<file path="src/rtl/tdc_measure_sequencer.sv">
// Measurement sequencer for the delay-line TDC: arms the core, tracks busy with a timeout,
// lets results settle and hands them out on a valid/ready port. Optional macro: TDC_SEQ_STATS_EN.
module tdc_measure_sequencer #(
    parameter int TO_W          = 16,
    parameter int CNT_W         = 16,
    parameter int SETTLE_CYCLES = 4
) (
    input  logic             sampling_clk,
    input  logic             reset_internal_logic,
    input  logic             cfg_start,
    input  logic             cfg_abort,
    input  logic [CNT_W-1:0] cfg_count,
    input  logic [TO_W-1:0]  cfg_timeout,
    input  logic             tdc_busy,
    input  logic [31:0]      tdc_coarse,
    input  logic [8:0]       tdc_fine,
    output logic             tdc_arm,
    output logic             tdc_abort,
    output logic             meas_valid,
    input  logic             meas_ready,
    output logic [31:0]      meas_coarse,
    output logic [8:0]       meas_fine,
    output logic             meas_timeout,
    output logic [CNT_W-1:0] meas_index,
    output logic             run_active,
    output logic             run_done
`ifdef TDC_SEQ_STATS_EN
    ,
    output logic [31:0]      stat_min_coarse,
    output logic [31:0]      stat_max_coarse,
    output logic [CNT_W-1:0] stat_timeouts
`endif
);

    localparam int ST_W = $clog2(SETTLE_CYCLES + 1);

    typedef enum logic [2:0] {
        S_IDLE, S_ARM, S_WAIT_START, S_MEASURE, S_SETTLE, S_TIMEOUT, S_OUTPUT, S_DONE
    } state_t;

    state_t           state_q, state_d;
    logic             busy_meta_q, busy_s_q;
    logic [CNT_W-1:0] count_q, count_d;
    logic [TO_W-1:0]  to_lim_q, to_lim_d;
    logic [TO_W-1:0]  to_cnt_q, to_cnt_d;
    logic [ST_W-1:0]  settle_cnt_q, settle_cnt_d;
    logic [CNT_W-1:0] index_q, index_d;
    logic             abort_seen_q, abort_seen_d;
    logic             arm_q, arm_d;
    logic             abort_q, abort_d;
    logic             valid_q, valid_d;
    logic [31:0]      coarse_q, coarse_d;
    logic [8:0]       fine_q, fine_d;
    logic             to_flag_q, to_flag_d;
    logic             active_q, active_d;
    logic             done_q, done_d;
`ifdef TDC_SEQ_STATS_EN
    logic [31:0]      stat_min_q, stat_min_d;
    logic [31:0]      stat_max_q, stat_max_d;
    logic [CNT_W-1:0] stat_to_q, stat_to_d;
`endif

    logic             to_hit_s;
    logic [TO_W-1:0]  to_inc_s;
    logic [CNT_W-1:0] idx_inc_s;
    logic             last_s;

    // A zero limit disables the timeout; the counter saturates rather than wrapping.
    assign to_hit_s  = (to_lim_q != {TO_W{1'b0}}) && (to_cnt_q == to_lim_q);
    assign to_inc_s  = (to_cnt_q == {TO_W{1'b1}}) ? to_cnt_q : to_cnt_q + TO_W'(1'b1);
    assign idx_inc_s = index_q + CNT_W'(1'b1);
    assign last_s    = (count_q != {CNT_W{1'b0}}) && (idx_inc_s == count_q);

    // Next-state and registered-output computation.
    always_comb begin
        state_d      = state_q;
        count_d      = count_q;
        to_lim_d     = to_lim_q;
        to_cnt_d     = to_cnt_q;
        settle_cnt_d = settle_cnt_q;
        index_d      = index_q;
        abort_seen_d = (state_q == S_IDLE) ? abort_seen_q : (abort_seen_q | cfg_abort);
        valid_d      = valid_q;
        coarse_d     = coarse_q;
        fine_d       = fine_q;
        to_flag_d    = to_flag_q;
`ifdef TDC_SEQ_STATS_EN
        stat_min_d   = stat_min_q;
        stat_max_d   = stat_max_q;
        stat_to_d    = stat_to_q;
`endif
        case (state_q)
            S_IDLE: begin
                if (cfg_start && !cfg_abort) begin
                    count_d      = cfg_count;
                    to_lim_d     = cfg_timeout;
                    index_d      = {CNT_W{1'b0}};
                    abort_seen_d = 1'b0;
`ifdef TDC_SEQ_STATS_EN
                    stat_min_d   = 32'hFFFF_FFFF;
                    stat_max_d   = 32'h0000_0000;
                    stat_to_d    = {CNT_W{1'b0}};
`endif
                    state_d      = S_ARM;
                end else begin
                    state_d      = S_IDLE;
                end
            end
            S_ARM: begin
                to_cnt_d = {TO_W{1'b0}};
                if (cfg_abort) begin
                    state_d = S_DONE;
                end else begin
                    state_d = S_WAIT_START;
                end
            end
            S_WAIT_START: begin
                to_cnt_d = to_inc_s;
                // Timeout outranks a simultaneous busy rise.
                if (cfg_abort) begin
                    state_d = S_DONE;
                end else if (to_hit_s) begin
                    state_d = S_TIMEOUT;
                end else if (busy_s_q) begin
                    state_d = S_MEASURE;
                end else begin
                    state_d = S_WAIT_START;
                end
            end
            S_MEASURE: begin
                to_cnt_d = to_inc_s;
                if (to_hit_s) begin
                    state_d = S_TIMEOUT;
                end else if (!busy_s_q) begin
                    settle_cnt_d = {ST_W{1'b0}};
                    state_d      = S_SETTLE;
                end else begin
                    state_d = S_MEASURE;
                end
            end
            S_SETTLE: begin
                if (settle_cnt_q == ST_W'(SETTLE_CYCLES - 1)) begin
                    coarse_d  = tdc_coarse;
                    fine_d    = tdc_fine;
                    to_flag_d = 1'b0;
                    valid_d   = 1'b1;
`ifdef TDC_SEQ_STATS_EN
                    if (tdc_coarse < stat_min_q) begin
                        stat_min_d = tdc_coarse;
                    end else begin
                        stat_min_d = stat_min_q;
                    end
                    if (tdc_coarse > stat_max_q) begin
                        stat_max_d = tdc_coarse;
                    end else begin
                        stat_max_d = stat_max_q;
                    end
`endif
                    state_d   = S_OUTPUT;
                end else begin
                    settle_cnt_d = settle_cnt_q + ST_W'(1'b1);
                end
            end
            S_TIMEOUT: begin
                coarse_d  = 32'h0000_0000;
                fine_d    = 9'h000;
                to_flag_d = 1'b1;
                valid_d   = 1'b1;
`ifdef TDC_SEQ_STATS_EN
                if (stat_to_q != {CNT_W{1'b1}}) begin
                    stat_to_d = stat_to_q + CNT_W'(1'b1);
                end else begin
                    stat_to_d = stat_to_q;
                end
`endif
                state_d   = S_OUTPUT;
            end
            S_OUTPUT: begin
                if (meas_ready) begin
                    valid_d = 1'b0;
                    if (last_s || abort_seen_q || cfg_abort) begin
                        state_d = S_DONE;
                    end else begin
                        index_d = idx_inc_s;
                        state_d = S_ARM;
                    end
                end else begin
                    state_d = S_OUTPUT;
                end
            end
            S_DONE: begin
                state_d = S_IDLE;
            end
            default: begin
                state_d = S_IDLE;
            end
        endcase
        arm_d    = (state_d == S_ARM) || (state_d == S_WAIT_START);
        abort_d  = (state_d == S_TIMEOUT);
        active_d = (state_d != S_IDLE);
        done_d   = (state_d == S_DONE);
    end

    // State, synchroniser and output registers.
    always_ff @(posedge sampling_clk or negedge reset_internal_logic) begin
        if (!reset_internal_logic) begin
            state_q      <= S_IDLE;
            busy_meta_q  <= 1'b0;
            busy_s_q     <= 1'b0;
            count_q      <= {CNT_W{1'b0}};
            to_lim_q     <= {TO_W{1'b0}};
            to_cnt_q     <= {TO_W{1'b0}};
            settle_cnt_q <= {ST_W{1'b0}};
            index_q      <= {CNT_W{1'b0}};
            abort_seen_q <= 1'b0;
            arm_q        <= 1'b0;
            abort_q      <= 1'b0;
            valid_q      <= 1'b0;
            coarse_q     <= 32'h0000_0000;
            fine_q       <= 9'h000;
            to_flag_q    <= 1'b0;
            active_q     <= 1'b0;
            done_q       <= 1'b0;
`ifdef TDC_SEQ_STATS_EN
            stat_min_q   <= 32'h0000_0000;
            stat_max_q   <= 32'h0000_0000;
            stat_to_q    <= {CNT_W{1'b0}};
`endif
        end else begin
            state_q      <= state_d;
            busy_meta_q  <= tdc_busy;
            busy_s_q     <= busy_meta_q;
            count_q      <= count_d;
            to_lim_q     <= to_lim_d;
            to_cnt_q     <= to_cnt_d;
            settle_cnt_q <= settle_cnt_d;
            index_q      <= index_d;
            abort_seen_q <= abort_seen_d;
            arm_q        <= arm_d;
            abort_q      <= abort_d;
            valid_q      <= valid_d;
            coarse_q     <= coarse_d;
            fine_q       <= fine_d;
            to_flag_q    <= to_flag_d;
            active_q     <= active_d;
            done_q       <= done_d;
`ifdef TDC_SEQ_STATS_EN
            stat_min_q   <= stat_min_d;
            stat_max_q   <= stat_max_d;
            stat_to_q    <= stat_to_d;
`endif
        end
    end

    assign tdc_arm      = arm_q;
    assign tdc_abort    = abort_q;
    assign meas_valid   = valid_q;
    assign meas_coarse  = coarse_q;
    assign meas_fine    = fine_q;
    assign meas_timeout = to_flag_q;
    assign meas_index   = index_q;
    assign run_active   = active_q;
    assign run_done     = done_q;
`ifdef TDC_SEQ_STATS_EN
    assign stat_min_coarse = stat_min_q;
    assign stat_max_coarse = stat_max_q;
    assign stat_timeouts   = stat_to_q;
`endif

endmodule

</file>
<file path="config.mk">
export PLATFORM = sky130hd
export DESIGN_NAME = tdc_measure_sequencer
export DESIGN_NICKNAME = d
export VERILOG_FILES = /design/src/rtl/tdc_measure_sequencer.sv
export SDC_FILE = /design/constraint.sdc
export NUM_CORES = 1
export LEC_CHECK = 0
export ABC_AREA = 1
export BUFFER_PORTS_ARGS = -buffer_cell sky130_fd_sc_hd__clkbuf_2
export CORE_MARGIN = 2
export CORE_UTILIZATION = 45
export DETAILED_ROUTE_END_ITERATION = 16
export PLACE_DENSITY = 0.77
export SKIP_CTS_REPAIR_TIMING = 1
export SLEW_MARGIN = 5
export SYNTH_ARGS = -nofsm -noshare
export SYNTH_HDL_FRONTEND = slang
export SYNTH_SLANG_ARGS = --single-unit
</file>
<file path="constraint.sdc">
create_clock -name sampling_clk -period 2.7 [get_ports sampling_clk]
set_clock_uncertainty 0.15 [all_clocks]
set_input_delay 0.405 -clock sampling_clk [delete_from_list [all_inputs] [get_ports sampling_clk]]
set_output_delay 0.405 -clock sampling_clk [all_outputs]
set_load 0.005 [all_outputs]
</file>
# [After elaboration in Yosys (flattened, before gate mapping)]
# Cells that the tools add are included.
[totals] register_bits=120 inputBits=79 out_inout_bits=63 word_cells=100
[op_classes] add_sub_neg=3 eq_ne=23 muxes=33 bitwise_logic=1 reduce_logical=23
[op_table] op="two-way mux 16 bit" n=4
[op_table] op="one-hot mux 16 bit (2 select lines)" n=2
[op_table] op="one-hot mux 32 bit (2 select lines)" n=1
[op_table] op="two-way mux 3 bit" n=11
[op_table] op="adder 16 x 1 -> 16 bit, second input constant" n=2
[op_table] op="== test 16 bit" n=2
[op_table] op="two-way mux 32 bit" n=1
[op_table] op="nonzero test 16 bit" n=2
[op_table] op="one-hot mux 3 bit (8 select lines)" n=1
[op_table] op="== test 3 bit, second input constant" n=6
[op_table] op="one-hot mux 9 bit (2 select lines)" n=1
[op_table] op="== test 16 bit, second input constant" n=1
[op_table] op="!= test 2 bit, second input constant" n=7
[op_table] op="== test 3 x 2 -> 1 bit, second input constant" n=4
[op_table] op="two-way mux 9 bit" n=1
[op_table] op="two-way mux 1 bit" n=8
[op_table] op="AND reduction 4 bit" n=2
[op_table] op="nonzero test 2 bit" n=4
[op_table] op="== test 3 x 1 -> 1 bit, second input constant" n=2
[op_table] op="one-hot mux 3 bit (2 select lines)" n=1
[op_table] op="AND reduction 2 bit" n=3
[op_table] op="nonzero test 3 bit" n=2
[op_table] op="adder 3 x 1 -> 3 bit, second input constant" n=1
[op_table] op="logical AND 1 bit" n=3
[op_table] op="9 further kinds" n=11

# [Logic depth before layout (Yosys ltp)]
[logic_depth] word_depth=10 depth_mapped=17 mapped_depth_nobuf=17

# [Least setup slack after synthesis]
# OpenSTA, ideal clock, no wires.
[synth_timing] kind="register to register" start="reg index_q[1] (netlist: meas_index[1])" end="reg index_q[10] (netlist: meas_index[10])" t_arrival_ps=1848 required_time_ps=2432 slack_ps=584 stages_incl_launch_ff=18 n_path_buf=1 path_cell_list="dfrtp_1 > ha_1 > nand2_2 > nor2_4 > nand2_1 > nand2_1 > nand2_1 > nand2_1 > nand3_1 > nor2_1 > nand2_1 > nor2_2 > nand2_2 > nand3_2 > inv_2 > buf_6 > nand2_1 > o21ai_2"
[synth_between] elab_chain_len=7 elab_cells_between_ends=10 classes_between="add/sub: 1; eq/ne: 2; mux: 3; reduce/logical: 4"
[synth_rtl] element="start, declared" line="47" text="logic [CNT_W-1:0] index_q, index_d;"
[synth_rtl] element="start signal, assigned" line="214" text="index_q <= {CNT_W{1'b0}};"
[synth_rtl] element="start signal, assigned" line="237" text="index_q <= index_d;"
[synth_rtl] element="adder 16 x 1 -> 16 bit (*)" line="71" text="assign idx_inc_s = index_q + CNT_W'(1'b1);"
[synth_rtl] element="== test 16 bit" line="72" text="assign last_s = (count_q != {CNT_W{1'b0}}) && (idx_inc_s == count_q);"
[synth_rtl] element="logical AND 1 bit" line="72"
[synth_rtl] element="logical OR 1 bit (2 in a row)" line="181" text="if (last_s || abort_seen_q || cfg_abort) begin"
[synth_rtl] element="!= test 2 bit (no line)"
[synth_rtl] element="AND reduction 4 bit (no line)"
# Mark *: on every way between the ends. The rest lies on a longest branch, timed or not. The select of a mux whose other input is x is not followed.
# A chain may end at the register's enable or synchronous reset.

# [Final worst setup path]
[layout_timing] start="reg index_q[0] (netlist: meas_index[0])" end="reg index_q[15] (netlist: meas_index[15])"
# Same word-level chain as after synthesis.

==> flow_metrics.tcl <==
set metrics [dict create \
    synth_cell_type_count 37 \
    slew_violations 0 \
    yosysTopAreaCell "dfrtp_1" \
    synth_top_family_by_area "simple AND/OR/NAND/NOR gates" \
    cp_slowest_cell "dfrtp_2" \
    place.gp.congestion 0.9250 \
    cts_max_path_buffers 2 \
    initialDrtViolationCount 442 \
    synthTopCellsByArea "dfrtp_1, nand2_1, a22o_1" \
    synth.top_cell.area_share 0.5103 \
    synth_ff_type "dfrtp_1" \
    cp.arrival_ps 2670 \
    dpl.hpwl_um 10740 \
    fin_crit_ps 2471 \
    synthArstFlopShare 1.000 \
    ys_ff_latch 120 \
    wirelength_um 15000 \
    grt_antenna_before_repair 0 \
    final_nets 910 \
    synth-adder-area-share 0.008505 \
    power_density_nw_per_um2 1036 \
    yosysMostFrequentCell "nand2_1" \
    clock.fmax_mhz 404.7 \
    grtUsageMet3 0.06515 \
    clkTransAtPathRegs_ps 60 \
    postRouteAntennaNets 0 \
    fill_cells 1142 \
    gr-usage-met2 0.3447 \
    wl_per_cell_um 14.84 \
    synth_cells 672 \
    grt_pass1_vias 4974 \
    netlist_top_cells_count "nand2_1, dfrtp_1, inv_1" \
    core_sq_um 12670 \
    synth_xor_area_frac 0.03870 \
    path_buf_inv 1 \
    via_per_inst 5.093 \
    vdd_ir_drop_max_mv 0.5784 \
    synth_compound_area_frac 0.1299 \
    tns_ps 0 \
    numPortBuffers 141 \
    cts.htree.levels 4 \
    startpoint_type "flop" \
    rows 41 \
    synth_area_sq_um 5884 \
    die-area_sq_um 14010 \
    drcViolationCount 0 \
    slowest_delay_ps 410 \
    required_ps 2900 \
    grt_max_degree 44 \
    grt_pass1_wl_um 24530 \
    met1_usage 0.2979 \
    synthSimpleGateAreaFrac 0.2571 \
    clk_latency_ps 420 \
    hold_viol_final 0 \
    synth_edf_count 0 \
    rsz0062_at_grt "false" \
    drt-pass1-iter-count 5 \
    maxSlewHeadroom 0.6667 \
    cp_common_cell "nand2_1" \
    cp_max_fo 12 \
    track_usage 0.2220 \
    critical-path-top-delay-family "simple AND/OR/NAND/NOR gates" \
    fin_crit_sh 0.9152 \
    grt-busiest-layer "met2" \
    num_vias 5149 \
    io-pin-count 142 \
    cp_cell_sequence "ha_2, nand2_2, nor2_4, nand2_1, nand2_1, nand2_1, nand2_1, nand3_1, nor2_1, nand2_1, nor2_2, nand2_2, nand3_2, nand2_4, inv_2, nand2_1, nand2_1" \
    setup_viol 0 \
    endpoint_kind "flop" \
    leakage_nw 3.804 \
    cts_root_buffer "clkbuf_16" \
    synth_area_per_cell_sq_um 8.757 \
    finalCoreUtilization 0.5891 \
    num_antenna_cells 0 \
    worstMarginPinSlew_ps 499.9 \
    final_layout_size_suffix_gt1_frac 0.2837 \
    start_util 0.4644 \
    hold_class "input port to flop" \
    yosys_warnings 0 \
    critPathKind "flop to flop" \
    synthMuxAreaShare 0 \
    grt_overflow 0 \
    cts.sinks 120 \
    area_growth_pct 26.86 \
    cap_violations 0 \
    cts_tree "built" \
    outcome "finished, final reports clean" \
    numCtsBuffers 17 \
    die_y_um 118.4 \
    fp.dieW_um 118.4 \
    synth.yosys.seq_area_share 0.5103 \
    syn_nets 755 \
]
-- where the power goes --
part	internal (mW)	switching [mW]	total, mW
logic	1.03	1.35	2.38
clock network	1.56	0.820	2.38
registers	2.41	0.563	2.97
total	5.00	2.73	7.74
-- routing by layer --
| layer | share of wire | routed length [um] |
|---|---|---|
| met1 | 0.45 | 6764 |
| met2 | 0.48 | 7133 |
| met3 | 0.057 | 862 |
| met4 | 0.016 | 240 |
| met5 | 0 | 0 |
-- layout by cell type (no fill, tap or decap), drive strengths merged --
| master | count |
|---|---|
| a211oi | 1 |
| xor2 | 7 |
| xnor3 | 2 |
| o2111ai | 1 |
| o211ai | 1 |
| a22o | 41 |
| nand3 | 40 |
| a31oi | 1 |
| nor4 | 5 |
| a221oi | 1 |
| nor2 | 59 |
| inv | 67 |
| bufinv | 4 |
| clkbuf | 159 |
| xnor2 | 13 |
| nand4 | 17 |
| a2bb2oi | 1 |
| nor3 | 9 |
| buf | 10 |
| ha | 4 |
| dfrtp | 120 |
| clkinvlp | 2 |
| a21oi | 15 |
| o31ai | 3 |
| or2 | 1 |
| o22ai | 1 |
| dlygate4sd3 | 2 |
| o21ai | 40 |
| clkinv | 6 |
| nand2 | 206 |
-- flip-flops by register name, summed over array words and instances, names as in the netlist --
name and flops:
meas_coarse 32, meas_fine 9, run_active 1, count_q 16, state_q 3, tdc_abort 1
meas_index 16, to_lim_q 16, abort_seen_q 1, busy_s_q 1, meas_timeout 1, to_cnt_q 16
run_done 1, meas_valid 1, tdc_arm 1, settle_cnt_q 3, busy_meta_q 1
-- metrics by stage --
step	power, mW	hold slack [ps]	cells	cell area, sq um	worst slack [ps]
global route	8.234	20.50	1011	7465	40.67
detailed placement	5.351	192.6	978	6818	250.1
global placement	5.295	183.1	978	6818	327.2
CTS	7.765	-186.5	1009	7437	198.3
finish	7.735	31.33	1011	7465	228.9
floorplan	4.435	-40.59	672	5884	583.9
-- worst paths after layout --
path | from | end | slack [ps] | cells past startpoint
setup / recovery | meas_index[0] | meas_index[15] | 230 | 17
hold / removal | cfg_timeout[6] | to_lim_q[6] | 30 | 3
setup reg to reg | meas_index[0] | meas_index[15] | 230 | 17
hold reg to reg | busy_meta_q | busy_s_q | 220 | 0
max in group asynchronous | reset_internal_logic | meas_coarse[14] | 1290 | 3
min in group asynchronous | reset_internal_logic | count_q[11] | 350 | 2
-- cells by family after synthesis --
family	Yosys count
adders and majority gates	4
DFF	120
buffers and inverters	83
and+or+nand+nor	337
AOI/OAI and AO/OA	106
xor gates and xnor gates	22
-- worst register-to-register path, stage by stage, from the launching register on --
cell	delay [ps]
dfrtp_2	410
ha_2	220
nand2_2	80
nor2_4	240
nand2_1	110
nand2_1	100
nand2_1	50
nand2_1	50
nand3_1	80
nor2_1	100
nand2_1	80
nor2_2	120
nand2_2	60
nand3_2	90
nand2_4	160
inv_2	170
nand2_1	70
nand2_1	70
-- area by class of cell --
cell class / instances / area, sq um / share of cell area
multi-input cells: 469 / 2565 / 0.3436
clock inverters: 12 / 176.4 / 0.02363
inverters: 67 / 251.5 / 0.03369
repair buffers: 152 / 808.3 / 0.1083
flip-flops and latches: 120 / 3005 / 0.4026
well taps: 172 / 215.2 / 0.02883
clock buffers: 19 / 442.9 / 0.05934
Note: power is estimated with default switching activity, not from simulation.
